==> src/rtl/pwm_ramp_master_pkg.sv <==
// pwm_ramp_master shared definitions: PWM register map, duty limits and
// the ramp FSM state encoding.
package pwm_ramp_master_pkg;

    localparam logic [12:0] FREQ1 = 13'h0020;
    localparam logic [12:0] FREQ2 = 13'h0024;
    localparam logic [12:0] FREQ3 = 13'h0028;
    localparam logic [12:0] FREQ4 = 13'h002C;
    localparam logic [12:0] DUTY1 = 13'h0030;
    localparam logic [12:0] DUTY2 = 13'h0034;
    localparam logic [12:0] DUTY3 = 13'h0038;
    localparam logic [12:0] DUTY4 = 13'h003C;

    localparam int          DUTY_W   = 7;
    localparam logic [6:0]  DUTY_MAX = 7'd100;

    typedef enum logic [2:0] {
        S_IDLE,
        S_RD,
        S_CMP,
        S_WAIT,
        S_WR,
        S_VFY,
        S_FIN
    } state_t;

    function automatic logic [12:0] duty_addr(input logic [1:0] ch);
        return DUTY1 + {9'b0, ch, 2'b00};
    endfunction

endpackage

==> src/rtl/pwm_ramp_master.sv <==
// Ramps one PWM duty register toward a target, one +/-1 write per interval.
// Define PWM_RAMP_READBACK_EN to verify each write with a readback.
module pwm_ramp_master #(
    parameter int STEP_W = 16
) (
    input  logic              clock,
    input  logic              reset,
    input  logic              start,
    input  logic              abort,
    input  logic [1:0]        chan_sel,
    input  logic [6:0]        target,
    input  logic [STEP_W-1:0] step_div,
    output logic              busy,
    output logic              done,
    output logic              err,
    output logic              ena,
    output logic [3:0]        wea,
    output logic [12:0]       addr,
    output logic [31:0]       din,
    input  logic [31:0]       dout
);
    import pwm_ramp_master_pkg::*;

    state_t              r_state;
    logic                r_busy;
    logic                r_done;
    logic                r_ena;
    logic [3:0]          r_wea;
    logic [12:0]         r_addr;
    logic [31:0]         r_din;
    logic [DUTY_W-1:0]   r_cur;
    logic [DUTY_W-1:0]   r_nxt;
    logic [DUTY_W-1:0]   r_tgt;
    logic [STEP_W-1:0]   r_div;
    logic [STEP_W-1:0]   r_cnt;
    logic [24:0]         w_unused_dout;

    assign w_unused_dout = dout[31:7];

`ifdef PWM_RAMP_READBACK_EN
    logic r_err;
    assign err = r_err;
`else
    assign err = 1'b0;
`endif

    assign busy = r_busy;
    assign done = r_done;
    assign ena  = r_ena;
    assign wea  = r_wea;
    assign addr = r_addr;
    assign din  = r_din;

    always_ff @(posedge clock or negedge reset) begin
        if (!reset) begin
            r_state <= S_IDLE;
            r_busy  <= 1'b0;
            r_done  <= 1'b0;
            r_ena   <= 1'b0;
            r_wea   <= 4'h0;
            r_addr  <= 13'h0;
            r_din   <= 32'h0;
            r_cur   <= '0;
            r_nxt   <= '0;
            r_tgt   <= '0;
            r_div   <= '0;
            r_cnt   <= '0;
`ifdef PWM_RAMP_READBACK_EN
            r_err   <= 1'b0;
`endif
        end else begin
            r_done <= 1'b0;
            if (abort && r_state != S_IDLE && r_state != S_FIN) begin
                // a write already on the bus lands; the ramp stops there
                if (r_state == S_WR)
                    r_cur <= r_nxt;
                r_ena   <= 1'b0;
                r_wea   <= 4'h0;
                r_done  <= 1'b1;
                r_state <= S_FIN;
            end else begin
                unique case (r_state)
                    S_IDLE: begin
                        if (start && !abort) begin
                            r_tgt   <= (target > DUTY_MAX) ? DUTY_MAX
                                                           : target;
                            r_div   <= (step_div == '0) ? STEP_W'(1)
                                                        : step_div;
                            r_addr  <= duty_addr(chan_sel);
                            r_busy  <= 1'b1;
                            r_ena   <= 1'b1;
                            r_wea   <= 4'h0;
`ifdef PWM_RAMP_READBACK_EN
                            r_err   <= 1'b0;
`endif
                            r_state <= S_RD;
                        end
                    end
                    S_RD: begin
                        r_cur   <= dout[DUTY_W-1:0];
                        r_ena   <= 1'b0;
                        r_state <= S_CMP;
                    end
                    S_CMP: begin
                        if (r_cur == r_tgt) begin
                            r_done  <= 1'b1;
                            r_state <= S_FIN;
                        end else begin
                            r_nxt   <= (r_cur < r_tgt) ? r_cur + 7'd1
                                                       : r_cur - 7'd1;
                            r_cnt   <= r_div - STEP_W'(1);
                            r_state <= S_WAIT;
                        end
                    end
                    S_WAIT: begin
                        if (r_cnt == '0) begin
                            r_ena   <= 1'b1;
                            r_wea   <= 4'hF;
                            r_din   <= {25'b0, r_nxt};
                            r_state <= S_WR;
                        end else begin
                            r_cnt <= r_cnt - STEP_W'(1);
                        end
                    end
                    S_WR: begin
                        r_cur <= r_nxt;
                        r_wea <= 4'h0;
`ifdef PWM_RAMP_READBACK_EN
                        r_state <= S_VFY;
`else
                        r_ena   <= 1'b0;
                        r_state <= S_CMP;
`endif
                    end
`ifdef PWM_RAMP_READBACK_EN
                    S_VFY: begin
                        r_ena <= 1'b0;
                        if (dout[DUTY_W-1:0] != r_nxt) begin
                            r_err   <= 1'b1;
                            r_done  <= 1'b1;
                            r_state <= S_FIN;
                        end else begin
                            r_state <= S_CMP;
                        end
                    end
`endif
                    S_FIN: begin
                        r_busy  <= 1'b0;
                        r_state <= S_IDLE;
                    end
                    default: r_state <= S_IDLE;
                endcase
            end
        end
    end

endmodule

==> config.mk <==
export PLATFORM = sky130hd
export DESIGN_NAME = pwm_ramp_master
export DESIGN_NICKNAME = d
export VERILOG_FILES = /design/src/rtl/pwm_ramp_master_pkg.sv /design/src/rtl/pwm_ramp_master.sv
export SDC_FILE = /design/constraint.sdc
export NUM_CORES = 1
export LEC_CHECK = 0
export CAP_MARGIN = 15
export CELL_PAD_IN_SITES_DETAIL_PLACEMENT = 0
export CELL_PAD_IN_SITES_GLOBAL_PLACEMENT = 1
export CORE_ASPECT_RATIO = 0.8
export CORE_UTILIZATION = 34
export CTS_CLUSTER_DIAMETER = 60
export DETAILED_ROUTE_END_ITERATION = 10
export GPL_TIMING_DRIVEN = 0
export PLACE_DENSITY = 0.81
export SETUP_SLACK_MARGIN = 0.05
export SLEW_MARGIN = 30
export SYNTH_ARGS = -nofsm -noshare
export SYNTH_HDL_FRONTEND = slang
export SYNTH_SLANG_ARGS = --single-unit
==> constraint.sdc <==
create_clock -name clock -period 2.9 [get_ports clock]
set_input_delay 0.725 -clock clock [delete_from_list [all_inputs] [get_ports clock]]
set_output_delay 0.725 -clock clock [all_outputs]
set_load 0.005 [all_outputs]
## Yosys cells after proc, flatten, opt, wreduce, memory -nomap -nowiden

Index checks and enable logic that the tools add are counted.

- Bits in registers: 83
- Bits of input ports: 61
- Word-level logic and storage cells: 83

- Muxes and demuxes: 26
- Add/subtract/negate cells: 5
- Eq/ne operators: 13
- Bitwise operators: 2
- Order comparisons: 2
- Reduce and logical (&&, ||, !) cells: 23

Operators by type and width:

| kind | number |
|---|---|
| two-way mux 16 bit | 3 |
| logical NOT 16 bit | 2 |
| one-hot mux 16 bit (2 select lines) | 1 |
| subtractor 16 x 1 -> 16 bit, second input constant | 2 |
| two-way mux 7 bit | 4 |
| AND reduction 3 bit | 6 |
| one-hot mux 7 bit (2 select lines) | 1 |
| two-way mux 3 bit | 4 |
| two-way mux 4 bit | 3 |
| one-hot mux 3 bit (4 select lines) | 1 |
| one-hot mux 4 bit (3 select lines) | 1 |
| inequality test 3 bit, second input constant | 3 |
| nonzero test 4 bit | 2 |
| adder 6 x 4 -> 7 bit, first input constant | 1 |
| adder 7 x 1 -> 7 bit, second input constant | 1 |
| == test 7 bit | 1 |
| > comparator 7 bit, second input constant | 1 |
| less-than comparator 7 bit | 1 |
| subtractor 7 x 1 -> 7 bit, second input constant | 1 |
| == test 3 x 2 -> 1 bit, second input constant | 2 |
| == test 3 bit, second input constant | 2 |
| two-way mux 1 bit | 6 |
| inequality test 2 bit, second input constant | 3 |
| nonzero test 2 bit | 3 |
| other kinds (12) | 16 |

## Depth between registers and ports, before layout

- Word-level depth: 5
- Mapped depth: 11

## Least setup slack after synthesis

Ideal clock, no wire load.

- Path type: flip-flop to flip-flop
- From: register r_state[2]
- To: register r_cnt[12]
- Setup slack: -82 ps
- Data arrival time: 2878 ps
- Stages on the path, launching flop included: 11
- Data required time: 2796 ps
- Clock period less this slack: 2982 ps
- Buffers on the path: 2
- Cell sequence: dfrtp_1 > and3b_1 > buf_2 > buf_1 > mux2i_1 > ha_1 > or3b_2 > nand4b_1 > a21oi_1 > o21ai_0 > a221oi_1

- Cells in the longest elaborated chain, start to end: 5
- Elaborated cells on any way between the ends: 12
- Those cells by class: 5 x eq/ne; 1 x mux; 1 x bitwise; 5 x reduce/logical

Ends and longest elaborated chain:

| what | line | source |
|---|---|---|
| start, declared | pwm_ramp_master.sv:24 | `state_t r_state;` |
| start signal, assigned | pwm_ramp_master.sv:56 | `r_state <= S_IDLE;` |
| start signal, assigned | pwm_ramp_master.sv:80 | `r_state <= S_FIN;` |
| start signal, assigned | pwm_ramp_master.sv:96 | `r_state <= S_RD;` |
| branches (longest 5 deep; another with AND reduction 4 bit) | -- |  |
| end signal, assigned | pwm_ramp_master.sv:111 | `r_cnt <= r_div - STEP_W'(1);` |
| end signal, assigned | pwm_ramp_master.sv:122 | `r_cnt <= r_cnt - STEP_W'(1);` |
| end, declared | pwm_ramp_master.sv:35 | `logic [STEP_W-1:0] r_cnt;` |

Parallel ways; which one is timed is not known.
A chain may end at the register's enable or synchronous reset.

## Worst setup path in the final report

- From: register r_cur[3]
- To: register r_nxt[6]

- Cells in the longest elaborated chain, start to end: 3
- Elaborated cells on any way between the ends: 7
- Those cells by class: 2 x add/sub; 1 x order compare; 1 x eq/ne; 1 x mux; 1 x bitwise; 1 x reduce/logical

Ends and longest elaborated chain:

| what | line | source |
|---|---|---|
| start, declared | pwm_ramp_master.sv:31 | `logic [DUTY_W-1:0] r_cur;` |
| start signal, assigned | pwm_ramp_master.sv:76 | `r_cur <= r_nxt;` |
| start signal, assigned | pwm_ramp_master.sv:100 | `r_cur <= dout[DUTY_W-1:0];` |
| start signal, assigned | pwm_ramp_master.sv:126 | `r_cur <= r_nxt;` |
| branches (longest 3 deep; another with subtractor 7 x 1 -> 7 bit) | -- |  |
| end signal, assigned | pwm_ramp_master.sv:109 | `r_nxt <= (r_cur < r_tgt) ? r_cur + 7'd1` |
| end, declared | pwm_ramp_master.sv:32 | `logic [DUTY_W-1:0] r_nxt;` |

Parallel ways; which one is timed is not known.

==> impl_metrics.csv <==
group,metric,value,unit
sta,relSlewSlack,59.6,%
critical_path,worstSetupPathType,"reg2reg",
die,core_area,12400,um^2
place,placed_cells,715,
die,die_area,13500,um^2
critical_path,crit_required,3.15,ns
power,p_leak,0.00255,uW
critical_path,start_kind,"register",
place,dp_hpwl,8180,um
sta,finalCriticalPeriod,2.71,ns
die,boundaryPins,114,
synthesis,synth_cells,457,
cts,htree_levels,3,
sta,period_share,93.6,%
cts,holdBufCountCts,0,
hold_path,hp-class,"in2async",
die,die_h,104,um
finish,layoutNonFillerInstCount,740,
synthesis,syn_avg_cell_area,9.71,um^2
die,start_util,35.7,%
synthesis,yosys_register_bits,70,
finish,areaGrowthSynthToFinish,30.9,%
drt,drt-pass1-iter-count,5,
power,max-vdd-ir-drop,0.430,mV
synthesis,yosysSeqAreaShare,39.5,%
sta,rsz0062_at_grt,"no",
critical_path,crit_path_end_kind,"register",
drt,avgViaCountPerCell,5.07,
cts,cts_sinks,70,
finish,finish.utilization,46.7,%
drt,drtIter0Drc,221,
cts,cts_tree,"yes",
sta,drv_slew,0,
sta,setup_violations,0,
synthesis,netlist_area,4440,um^2
finish,nets,640,
finish,antennaDiodeCount,0,
synthesis,synth_cell_types,74,
run,drv_cap,0,
place,io_buffer_count,52,
global_routing,grt_pass1_wl,18300,um
finish,multi_input_area,2420,um^2
cts,clock_latency,0.34,ns
finish,regArea,1750,um^2
sta,max_clock_freq,368,MHz
drt,postRouteAntennaNets,0,
sta,worst_slew_pin_slew,0.603,ns
die,die_w,130,um
cts,cts-root-buf,"clkbuf_16",
cts,clkSlewWorstSetupHoldPaths,0.06,ns
critical_path,worstPathMaxFanout,8,
global_routing,gr-total-overflow,0,
global_routing,grt_use_total,17.3,%
global_routing,grt_max_degree,48,
finish,fillers,1197,
global_routing,grt_pass1_vias,3566,
drt,routed_wl,11000,um
drt,wire_per_inst,14.8,um
synthesis,synth_flop_cell,"dfrtp_1",
critical_path,worstPathArrival,2.96,ns
global_routing,antenna_found_initial,0,
synthesis,async_flop_share,100,%
finish,final_common_cell,"dfrtp_1",
sta,finalHoldViolCount,0,
drt,vias,3755,
place,place_congestion,0.849,
power,pwr_density_cell,1080,nW/um^2
finish,layout-drive-gt1-share,21.8,%
cts,cts_buffers,9,
synthesis,synth_edf_count,0,
critical_path,reg2reg_slack,0.19,ns
synthesis,synth-warning-count,0,
cts,clockBufferDepth,2,
sta,skew,0.00770,ns
run_status,status,"finished clean",
die,rows,36,
drt,drc_errors,0,
finish,final_cell_mix,"69 x dfrtp_1, 51 x clkdlybuf4s50_1, 48 x buf_4",
[path summary, 6_finish.rpt]
kind | to | cells after the start | from
max in group asynchronous | r_cur[3] | 2 | reset
min in group clock | r_tgt[3] | 2 | r_tgt[3]
hold / removal | addr[3] | 1 | reset
hold reg to reg | r_tgt[3] | 2 | r_tgt[3]
setup reg to reg | r_nxt[6] | 9 | r_cur[3]
setup / recovery | r_nxt[6] | 9 | r_cur[3]
[cell families after synthesis]
group | Yosys count | synth area share, %
other | 1 | 0.0845
muxes | 44 | 10.7
xor gates and xnor gates | 7 | 1.72
DFF | 70 | 39.5
buffers and inverters | 78 | 10.5
adders and majority gates | 15 | 4.40
AOI/OAI and AO/OA | 113 | 18.0
and+or+nand+nor | 129 | 15.1
[layer usage]
layer  vias up  routed length, um  share of wire (%)  track usage (%)
met1      1798               5300                 48             24.9
li1       1805                  -                  -                -
met2       139               4840                 44             25.8
met4         0                181                1.6             6.15
met3        13                656                6.0             3.03
met5         -                  0                  0                0
[synthesized netlist by cell type, types with 5 or more instances]
cell	n	area (um^2)
a211oi_1	6	45.0
a21oi_1	26	130
a22o_1	5	43.8
buf_4	39	293
clkbuf_1	7	26.3
dfrtp_1	70	1750
ha_1	14	175
inv_1	21	78.8
mux2_2	28	315
mux2i_1	16	160
nand2_1	41	154
nand3_1	7	35.0
nor2_1	28	105
nor3_1	14	70.1
nor4_1	8	50.1
o21ai_0	29	145
[critical path, cell delays in order, from the launching register on]
cell and delay (ns):
dfrtp_2 0.45, ha_1 0.29, and4_2 0.25, a211o_4 0.40, fa_2 0.40, a211oi_2 0.20
o21bai_1 0.11, a21oi_1 0.15, xor3_1 0.22, o21ai_0 0.15
[registers in the layout, indices dropped and copies added, names as in the netlist]
signal / count
addr: 3
busy: 1
din: 7
done: 1
ena: 1
r_cnt: 16
r_cur: 7
r_div: 16
r_nxt: 7
r_state: 3
r_tgt: 7
wea: 1
[timing repair]
action,in CTS,in global routing
endpoints found under the hold margin,0,0
setup endpoints to repair,6,4
pin swaps,3,6
gates resized for setup,13,8
setup buffers,5,4
[metrics by stage]
stage	instance area (um^2)	hold slack (ns)	total power, uW	TNS [ns]	setup slack [ns]
detailed placement	5330	0.480	4780	-1.56	-0.490
global route	5810	0.312	6790	0	0.0302
finish	5810	0.295	6270	0	0.186
global placement	5300	0.473	4660	-99.37	-1.41
floorplan	4570	0.429	3960	0	0.0616
CTS	5730	0.297	6100	0	0.0732
[report_power, final]
| part | switching, uW | leakage [uW] | internal (uW) | total (uW) |
|---|---|---|---|---|
| Combinational | 1610 | 0.00155 | 1600 | 3200 |
| Clock | 422 | 0.000146 | 755 | 1180 |
| Sequential | 487 | 0.000855 | 1410 | 1890 |
| Total | 2510 | 0.00255 | 3760 | 6270 |
[final cells by class]
cell class,instances,area share [%]
timing repair buffer,62,10.6
inverter,21,1.36
clock inverter,5,1.44
clock buffer,11,4.01
sequential,70,30.2
tap,171,3.68
buffer,57,7.06
multi-input combinational,343,41.7
No activity file was read; power rests on OpenSTA's default activity.
